**config.mk**
```make
export PLATFORM = sky130hd
export DESIGN_NAME = memory_port_arbiter_flat
export DESIGN_NICKNAME = d
export VERILOG_FILES = /design/src/rtl/memory_port_arbiter_if.sv /design/src/rtl/memory_port_arbiter.sv /design/src/flat_wrapper.sv
export SDC_FILE = /design/constraint.sdc
export NUM_CORES = 1
export LEC_CHECK = 0
export BUFFER_PORTS_ARGS = -buffer_cell sky130_fd_sc_hd__buf_4
export CAP_MARGIN = 20
export CORE_ASPECT_RATIO = 0.75
export CORE_MARGIN = 1.5
export CORE_UTILIZATION = 45
export DETAILED_ROUTE_END_ITERATION = 7
export PLACE_DENSITY = 0.78
export SLEW_MARGIN = 0
export SYNTH_ARGS = -nofsm -noshare
export SYNTH_HDL_FRONTEND = slang
export SYNTH_SLANG_ARGS = --single-unit
```
**constraint.sdc**
```tcl
create_clock -name clock -period 2.8 [get_ports clock]
set_clock_uncertainty 0.15 [all_clocks]
set_input_delay 0.28 -clock clock [delete_from_list [all_inputs] [get_ports clock]]
set_output_delay 0.28 -clock clock [all_outputs]
set_load 0.05 [all_outputs]
```
**src/rtl/memory_port_arbiter_if.sv**
```systemverilog
// memory_port_arbiter_if: bundles the three requester handshakes and the
// external memory port around memory_port_arbiter.
//   master modport - the arbiter's view (drives pulses, data and the port)
//   slave  modport - the environment's view (requesters and memory)
interface memory_port_arbiter_if #(
    parameter int ADDR_WIDTH = 32,
    parameter int DATA_WIDTH = 32
);
    // Instruction fetch requester
    logic                  fetch_enable;
    logic [ADDR_WIDTH-1:0] fetch_address;
    logic                  fetch_valid;
    logic [DATA_WIDTH-1:0] fetch_data;
    // Read-stage load requester
    logic                  address_enable;
    logic [ADDR_WIDTH-1:0] address;
    logic                  data_valid;
    logic [DATA_WIDTH-1:0] data;
    // Write-stage store requester
    logic                  store_enable;
    logic [ADDR_WIDTH-1:0] store_address;
    logic [DATA_WIDTH-1:0] store_data;
    logic                  store_done;
    // External memory port
    logic                  mem_request;
    logic                  mem_write;
    logic [ADDR_WIDTH-1:0] mem_address;
    logic [DATA_WIDTH-1:0] mem_write_data;
    logic                  mem_accept;
    logic                  mem_read_valid;
    logic [DATA_WIDTH-1:0] mem_read_data;

    modport master (
        input  fetch_enable, fetch_address,
        input  address_enable, address,
        input  store_enable, store_address, store_data,
        input  mem_accept, mem_read_valid, mem_read_data,
        output fetch_valid, fetch_data,
        output data_valid, data,
        output store_done,
        output mem_request, mem_write, mem_address, mem_write_data
    );

    modport slave (
        output fetch_enable, fetch_address,
        output address_enable, address,
        output store_enable, store_address, store_data,
        output mem_accept, mem_read_valid, mem_read_data,
        input  fetch_valid, fetch_data,
        input  data_valid, data,
        input  store_done,
        input  mem_request, mem_write, mem_address, mem_write_data
    );
endinterface

```
**src/rtl/memory_port_arbiter.sv**
```systemverilog
// memory_port_arbiter: shares the single external memory port between
// instruction fetch, the read-stage load and the write-stage store.
// Fixed priority store > load > fetch, one transaction outstanding.
// Optional feature macro: MEMORY_PORT_FETCH_GUARD_EN - adds a fetch
// starvation counter that forces fetch ahead after STARVE_LIMIT denials.
module memory_port_arbiter #(
    parameter int ADDR_WIDTH   = 32,
    parameter int DATA_WIDTH   = 32,
    parameter int STARVE_LIMIT = 8
) (
    input  logic                  clock,
    input  logic                  reset,
    memory_port_arbiter_if.master bus
);

    typedef enum logic [1:0] {IDLE, ISSUE, WAIT} state_t;
    typedef enum logic [1:0] {GNT_FETCH, GNT_LOAD, GNT_STORE} grant_t;

    state_t                state_q;
    grant_t                grant_q;
    grant_t                grant_d;
    logic                  mem_write_q;
    logic [ADDR_WIDTH-1:0] addr_q;
    logic [ADDR_WIDTH-1:0] addr_d;
    logic [DATA_WIDTH-1:0] wdata_q;
    logic [DATA_WIDTH-1:0] fetch_data_q;
    logic [DATA_WIDTH-1:0] data_q;

    logic any_req;
    logic fetch_force;
    logic granted_en;
    logic fetch_hit;
    logic load_hit;

    assign any_req = bus.fetch_enable | bus.address_enable | bus.store_enable;

`ifdef MEMORY_PORT_FETCH_GUARD_EN
    logic [7:0] starve_q;

    assign fetch_force = bus.fetch_enable && (int'(starve_q) >= STARVE_LIMIT);

    // Count arbitrations fetch loses while waiting; saturate at 255.
    always_ff @(posedge clock) begin
        if (reset) begin
            starve_q <= 8'd0;
        end else if (!bus.fetch_enable) begin
            starve_q <= 8'd0;
        end else if (state_q == IDLE) begin
            if (grant_d == GNT_FETCH) begin
                starve_q <= 8'd0;
            end else if (starve_q != 8'hFF) begin
                starve_q <= starve_q + 8'd1;
            end
        end
    end
`else
    logic [7:0] starve_limit_unused;

    assign starve_limit_unused = 8'(STARVE_LIMIT);
    assign fetch_force         = 1'b0;
`endif

    // Pick the winner among the live enables and its address.
    always_comb begin
        grant_d = GNT_FETCH;
        if (fetch_force) begin
            grant_d = GNT_FETCH;
        end else if (bus.store_enable) begin
            grant_d = GNT_STORE;
        end else if (bus.address_enable) begin
            grant_d = GNT_LOAD;
        end
        case (grant_d)
            GNT_STORE: addr_d = bus.store_address;
            GNT_LOAD:  addr_d = bus.address;
            default:   addr_d = bus.fetch_address;
        endcase
    end

    // Track whether the current owner still wants its transaction.
    always_comb begin
        case (grant_q)
            GNT_STORE: granted_en = bus.store_enable;
            GNT_LOAD:  granted_en = bus.address_enable;
            default:   granted_en = bus.fetch_enable;
        endcase
    end

    assign fetch_hit = (state_q == WAIT) && bus.mem_read_valid && granted_en
                       && (grant_q == GNT_FETCH);
    assign load_hit  = (state_q == WAIT) && bus.mem_read_valid && granted_en
                       && (grant_q == GNT_LOAD);

    // Transaction FSM: latch the grant in IDLE, hold it through ISSUE/WAIT.
    always_ff @(posedge clock) begin
        if (reset) begin
            state_q      <= IDLE;
            grant_q      <= GNT_FETCH;
            mem_write_q  <= 1'b0;
            addr_q       <= '0;
            wdata_q      <= '0;
            fetch_data_q <= '0;
            data_q       <= '0;
        end else begin
            case (state_q)
                IDLE: begin
                    if (any_req) begin
                        grant_q     <= grant_d;
                        addr_q      <= addr_d;
                        wdata_q     <= bus.store_data;
                        mem_write_q <= (grant_d == GNT_STORE);
                        state_q     <= ISSUE;
                    end
                end
                ISSUE: begin
                    // An accept already committed the memory side, so it
                    // takes precedence over a same-cycle flush.
                    if (bus.mem_accept) begin
                        if (grant_q == GNT_STORE) begin
                            mem_write_q <= 1'b0;
                            state_q     <= IDLE;
                        end else begin
                            state_q <= WAIT;
                        end
                    end else if (!granted_en) begin
                        mem_write_q <= 1'b0;
                        state_q     <= IDLE;
                    end
                end
                WAIT: begin
                    if (bus.mem_read_valid) begin
                        state_q <= IDLE;
                    end
                    if (fetch_hit) begin
                        fetch_data_q <= bus.mem_read_data;
                    end
                    if (load_hit) begin
                        data_q <= bus.mem_read_data;
                    end
                end
                default: state_q <= IDLE;
            endcase
        end
    end

    // Port drive comes straight from the latched registers.
    assign bus.mem_request    = (state_q == ISSUE);
    assign bus.mem_write      = mem_write_q;
    assign bus.mem_address    = addr_q;
    assign bus.mem_write_data = wdata_q;

    // Responses: read data bypasses to the owner in the return cycle,
    // everyone else holds the last word they received.
    assign bus.store_done  = (state_q == ISSUE) && bus.mem_accept
                             && (grant_q == GNT_STORE);
    assign bus.fetch_valid = fetch_hit;
    assign bus.fetch_data  = fetch_hit ? bus.mem_read_data : fetch_data_q;
    assign bus.data_valid  = load_hit;
    assign bus.data        = load_hit ? bus.mem_read_data : data_q;

endmodule

```
**src/flat_wrapper.sv**
```systemverilog
// flat-port wrapper written by rule: the top's interface ports become plain ports
module memory_port_arbiter_flat 
#(
    parameter int ADDR_WIDTH   = 32,
    parameter int DATA_WIDTH   = 32,
    parameter int STARVE_LIMIT = 8
)
  (clock, reset, bus_fetch_enable, bus_fetch_address, bus_address_enable, bus_address, bus_store_enable, bus_store_address, bus_store_data, bus_mem_accept, bus_mem_read_valid, bus_mem_read_data, bus_fetch_valid, bus_fetch_data, bus_data_valid, bus_data, bus_store_done, bus_mem_request, bus_mem_write, bus_mem_address, bus_mem_write_data);
  memory_port_arbiter_if #(.ADDR_WIDTH(ADDR_WIDTH), .DATA_WIDTH(DATA_WIDTH)) bus_i ();
  input  logic clock;
  input  logic reset;
  input wire logic [$bits(bus_i.fetch_enable)-1:0] bus_fetch_enable;
  input wire logic [$bits(bus_i.fetch_address)-1:0] bus_fetch_address;
  input wire logic [$bits(bus_i.address_enable)-1:0] bus_address_enable;
  input wire logic [$bits(bus_i.address)-1:0] bus_address;
  input wire logic [$bits(bus_i.store_enable)-1:0] bus_store_enable;
  input wire logic [$bits(bus_i.store_address)-1:0] bus_store_address;
  input wire logic [$bits(bus_i.store_data)-1:0] bus_store_data;
  input wire logic [$bits(bus_i.mem_accept)-1:0] bus_mem_accept;
  input wire logic [$bits(bus_i.mem_read_valid)-1:0] bus_mem_read_valid;
  input wire logic [$bits(bus_i.mem_read_data)-1:0] bus_mem_read_data;
  output wire logic [$bits(bus_i.fetch_valid)-1:0] bus_fetch_valid;
  output wire logic [$bits(bus_i.fetch_data)-1:0] bus_fetch_data;
  output wire logic [$bits(bus_i.data_valid)-1:0] bus_data_valid;
  output wire logic [$bits(bus_i.data)-1:0] bus_data;
  output wire logic [$bits(bus_i.store_done)-1:0] bus_store_done;
  output wire logic [$bits(bus_i.mem_request)-1:0] bus_mem_request;
  output wire logic [$bits(bus_i.mem_write)-1:0] bus_mem_write;
  output wire logic [$bits(bus_i.mem_address)-1:0] bus_mem_address;
  output wire logic [$bits(bus_i.mem_write_data)-1:0] bus_mem_write_data;
  assign bus_i.fetch_enable = bus_fetch_enable;
  assign bus_i.fetch_address = bus_fetch_address;
  assign bus_i.address_enable = bus_address_enable;
  assign bus_i.address = bus_address;
  assign bus_i.store_enable = bus_store_enable;
  assign bus_i.store_address = bus_store_address;
  assign bus_i.store_data = bus_store_data;
  assign bus_i.mem_accept = bus_mem_accept;
  assign bus_i.mem_read_valid = bus_mem_read_valid;
  assign bus_i.mem_read_data = bus_mem_read_data;
  assign bus_fetch_valid = bus_i.fetch_valid;
  assign bus_fetch_data = bus_i.fetch_data;
  assign bus_data_valid = bus_i.data_valid;
  assign bus_data = bus_i.data;
  assign bus_store_done = bus_i.store_done;
  assign bus_mem_request = bus_i.mem_request;
  assign bus_mem_write = bus_i.mem_write;
  assign bus_mem_address = bus_i.mem_address;
  assign bus_mem_write_data = bus_i.mem_write_data;
  memory_port_arbiter #(.ADDR_WIDTH(ADDR_WIDTH), .DATA_WIDTH(DATA_WIDTH), .STARVE_LIMIT(STARVE_LIMIT)) u_core (.clock(clock), .reset(reset), .bus(bus_i));
endmodule
```
==> impl_metrics.csv <==
group,metric,value,unit
hold_path,worst_hold_end,"u_core.bus.mem_write_data[17]$_SDFFE_PP0P_",
critical_path,rr_startpoint,"u_core.grant_q[1]$_SDFFE_PP0P_",
power_and_ir_drop,leakage_component_of_the_power,4.631,nW
sta,setup_viol_count_final,0,
clock_tree,clock_tree_from_tritoncts,"done",
synth,synth_fp_nets,741,
global_route,grt_first_pass_wirelength,29.07,mm
drt,routed_wire_length_per_instance,17.67,µm
clock_tree,h-tree-depth,4,
critical_path,critical_path.most_common_cell,"sky130_fd_sc_hd__buf_6",
drt,first_iter_violations,265,
placed_design,dp_cells,1002,
sta,post-route-min-period,2.725,ns
floorplan,die_w,133.9,µm
synth,synth-warning-count,0,
placed_design,dpl-instance-area,8167,µm²
final_layout,flow.area_growth_from_synthesis,68.29,%
final_layout,fraction_of_layout_cells_with_a_size_suffix_above_1,45.96,%
clock_tree,cts_sinks,133,
sta,setup_tns,0,ns
floorplan,fp.dieArea,13550,µm²
power_and_ir_drop,switching_share,29.10,%
hold_path,worst_hold_path_type,"in -> reg",
critical_path,critical_path.startpoint_type,"register",
global_route,pin_count_of_the_biggest_net_entering_global_routing,100,
critical_path,critPathKind,"reg -> out",
power_and_ir_drop,switchingPower,1.646,mW
critical_path,arrival,2.29,ns
synth,postSynthAreaPerCell,10.13,µm²
critical_path,r2r_setup_slack,0.63,ns
synth,postSynthRegisterBits,133,
critical_path,worstPathRequired,2.37,ns
clock_tree,cts.path.max_buffers,2,
power_and_ir_drop,power.clock.fraction,41.8,%
synth,post_synth_num_cell_types,32,
drt,wl,19.57,mm
global_route,first_global_vias,5639,
sta,final_hold_viol_count,0,
final_layout,nets,1097,
clock_tree,cts-buffers-inserted,17,
synth,post_synth_inst_count,571,
final_layout,design_area,9734,µm²
clock_tree,clk_pin_slew,0.06,ns
synth,yosys-top-cells-area,"sky130_fd_sc_hd__dfxtp_1 (46%), sky130_fd_sc_hd__mux2_4 (15%), sky130_fd_sc_hd__and2b_1 (7.5%)",
clock_tree,cts_root_buf,"sky130_fd_sc_hd__clkbuf_16",
critical_path,critPathCaptureType,"primary output",
drt,viasPerCell,5.166,
sta,max-slew-margin-rel,38.64,%
floorplan,boundaryPins,300,
power_and_ir_drop,vdd.ir_drop.worst,459.5,µV
placed_design,gp_congestion,0.8389,
final_layout,instances_no_fill,1107,
synth,synth-seq-area-share,46.03,%
hold_path,timing.hold.worst_path_depth,3,
placed_design,detailedPlacementHpwl,12.19,mm
status,run_status,"finished, final reports clean",
critical_path,critical_path.slowest_cell,"sky130_fd_sc_hd__mux2_2",
synth,netlist.top_cell.by_area,"sky130_fd_sc_hd__dfxtp_1",
critical_path,r2r-end,"u_core.data_q[29]$_SDFFE_PP0N_",
final_layout,layout.filler_cells,743,
power_and_ir_drop,cell_internal_pwr,4.009,mW
final_layout,post-route-util,78.55,%
sta,max_clock_freq,0.3670,GHz
power_and_ir_drop,seq_power_share,36.2,%
floorplan,floorplan.core_area,12390,µm²
sta,worst-slew-pin-transition,0.9204,ns
hold_path,worst_hold_startpoint,"bus_store_data[17]",
clock_tree,worst_skew_pair.late_latency,0.39,ns
critical_path,crit_path_max_fanout,5,
floorplan,chipHeight,101.2,µm
floorplan,row_cnt,35,
job,maxCapViolations,0,
drt,dr.pass1.iters,5,
drt,post_route_ant_nets,0,
global_route,grtUsageTotal,27.01,%
critical_path,cells_traversed_along_the_worst_timing_path,"inv_2, ha_4, buf_6, a211oi_4, buf_6, buf_12, mux2_2, buf_6",
sta,worst_hold_slack,0.02483,ns
placed_design,placement.io_buffers,299,
power_and_ir_drop,power.combinational.fraction,22.0,%
sta,period_share,97.32,%
global_route,grt.overflow.total,0,
power_and_ir_drop,power_density,580.9,nW/µm²
synth,post-synth-top-area-fraction,46.03,%
critical_path,worstRegToRegCells,8,
drt,route.vias.total,5719,
global_route,grt_antenna_before_repair,0,
synth,syn-cell-area,5784,µm²
floorplan,floorplan.initialDensity,46.67,%
critical_path,largest_incremental_delay_on_the_critical_path,0.36,ns
sta,report.final.slew_viol_count,0,
drt,residual_drc,0,
-- worst max path at each step --
| stage | from | endpoint | slack [ns] | cells past startpoint |
|---|---|---|---|---|
| final | u_core.grant_q[1]$_SDFFE_PP0P_ | bus_data[29] | 0.08 | 8 |
| after global routing | u_core.grant_q[1]$_SDFFE_PP0P_ | bus_data[29] | -0.01 | 8 |
| after CTS | u_core.grant_q[1]$_SDFFE_PP0P_ | bus_data[26] | 0.02 | 8 |
| after detailed placement | u_core.grant_q[0]$_SDFFE_PP0P_ | bus_data[30] | 0.17 | 7 |
| after global placement | u_core.grant_q[0]$_SDFFE_PP0P_ | bus_data[30] | 0.26 | 7 |
| after floorplan | u_core.grant_q[0]$_SDFFE_PP0P_ | u_core.data_q[0]$_SDFFE_PP0N_ | 0.37 | 8 |
-- final cells by class --
class                      count  area, µm²  area share (%)
tap                          166      207.7           2.134
multi-input combinational    392       2940           30.21
antenna                        1      2.502         0.02571
clock buffer                  18      429.2           4.409
timing repair buffer         381       3283           33.73
clock inverter                14      198.9           2.044
inverter                       2      7.507         0.07712
sequential                   133       2665           27.38
-- cell families (layout without fill, tap and decap cells) --
family	count (synthesis)	count (layout)	synth area share [%]
AND/OR/NAND/NOR	182	182	16.44
AO/OA/AOI/OAI	142	142	16.59
flip-flops	133	133	46.03
multiplexers	65	65	16.40
buffers and inverters	46	415	3.893
adder cells (fa/ha/maj)	3	3	0.6490
other	0	1	0
-- synth_stat cells --
cell type / n
sky130_fd_sc_hd__a21oi_1: 67
sky130_fd_sc_hd__a22oi_1: 33
sky130_fd_sc_hd__buf_6: 6
sky130_fd_sc_hd__inv_1: 2
sky130_fd_sc_hd__nand2b_1: 1
sky130_fd_sc_hd__ha_1: 3
sky130_fd_sc_hd__nor3b_1: 1
sky130_fd_sc_hd__buf_1: 2
sky130_fd_sc_hd__a211oi_4: 2
sky130_fd_sc_hd__a211oi_1: 1
sky130_fd_sc_hd__nor2b_1: 9
sky130_fd_sc_hd__mux2_4: 58
sky130_fd_sc_hd__a2bb2oi_1: 2
sky130_fd_sc_hd__mux2_2: 6
sky130_fd_sc_hd__nor3_1: 1
sky130_fd_sc_hd__o21a_1: 1
sky130_fd_sc_hd__o21ai_1: 1
sky130_fd_sc_hd__dfxtp_1: 133
sky130_fd_sc_hd__and2b_1: 58
sky130_fd_sc_hd__nand2_1: 98
sky130_fd_sc_hd__nor4_1: 2
sky130_fd_sc_hd__nor2_1: 7
sky130_fd_sc_hd__o21ai_0: 3
sky130_fd_sc_hd__or2_2: 2
sky130_fd_sc_hd__a22o_1: 31
sky130_fd_sc_hd__clkbuf_2: 1
sky130_fd_sc_hd__buf_2: 5
sky130_fd_sc_hd__mux2i_1: 1
sky130_fd_sc_hd__a22oi_2: 1
sky130_fd_sc_hd__nand3b_1: 2
sky130_fd_sc_hd__and3_1: 1
sky130_fd_sc_hd__clkbuf_1: 30
-- layer usage --
metal	vias to the layer above	GRT usage, %	share of wire (%)
met5	-	0	0
met4	0	10.12	2.7
met3	43	6.256	6.7
met2	270	48.57	51
met1	2718	31.70	40
li1	2688	-	-
-- worst max-delay path: cells and delay by family, from the launching register on --
kind	cells	cell delay (ns)
buffers and inverters	5	0.66
muxes	1	0.36
DFF	1	0.35
AOI/OAI and AO/OA	1	0.28
adders and majority gates	1	0.25
-- flip-flops by register name, summed over array words and instances (netlist names) --
register                   count
u_core.bus.mem_address        32
u_core.bus.mem_write           1
u_core.bus.mem_write_data     32
u_core.data_q                 32
u_core.fetch_data_q           32
u_core.grant_q                 2
u_core.state_q                 2
-- stage by stage --
stage	total power, mW	setup slack, ns
after floorplan	2.756	0.3661
after global placement	3.177	0.2564
after detailed placement	3.200	0.1744
after CTS	5.642	0.01809
after global routing	5.850	-0.01096
final	5.655	0.07507
-- layout by cell type, fill, tap and decap left out, types with 2 or more instances in the layout --
master / n
sky130_fd_sc_hd__bufinv_16: 4
sky130_fd_sc_hd__nand2_1: 98
sky130_fd_sc_hd__a22oi_1: 33
sky130_fd_sc_hd__dfxtp_1: 131
sky130_fd_sc_hd__buf_12: 4
sky130_fd_sc_hd__nor2_1: 6
sky130_fd_sc_hd__dlygate4sd3_1: 60
sky130_fd_sc_hd__or2_2: 2
sky130_fd_sc_hd__buf_16: 3
sky130_fd_sc_hd__a2bb2oi_1: 2
sky130_fd_sc_hd__mux2_4: 59
sky130_fd_sc_hd__a211oi_4: 2
sky130_fd_sc_hd__buf_6: 32
sky130_fd_sc_hd__dfxtp_2: 2
sky130_fd_sc_hd__clkinv_2: 3
sky130_fd_sc_hd__a22o_1: 31
sky130_fd_sc_hd__mux2_2: 5
sky130_fd_sc_hd__clkinv_4: 3
sky130_fd_sc_hd__inv_6: 3
sky130_fd_sc_hd__nor2b_1: 8
sky130_fd_sc_hd__o21ai_0: 2
sky130_fd_sc_hd__nand3b_1: 2
sky130_fd_sc_hd__buf_4: 279
sky130_fd_sc_hd__a21oi_1: 67
sky130_fd_sc_hd__and2b_1: 58
sky130_fd_sc_hd__clkbuf_16: 19
sky130_fd_sc_hd__inv_2: 2
sky130_fd_sc_hd__ha_2: 2
-- repair_timing --
item                                    4_1_cts  5_1_grt
gates resized for setup                      19       27
gates cloned                                  2        2
hold endpoints to repair                     58        2
hold buffers                                 58        2
setup buffers                                 5        2
pin swaps                                     3        2
endpoints found under the setup margin       64       35
-- power groups by stage --
stage,sequential [mW],combinational (mW),clock [mW]
finish,2.05,1.24,2.36
global route,2.06,1.30,2.49
CTS,2.05,1.20,2.40
detailed placement,2.09,1.11,0
global placement,2.08,1.10,0
floorplan,2.38,0.376,0
No activity file was read; power rests on OpenSTA's default activity.
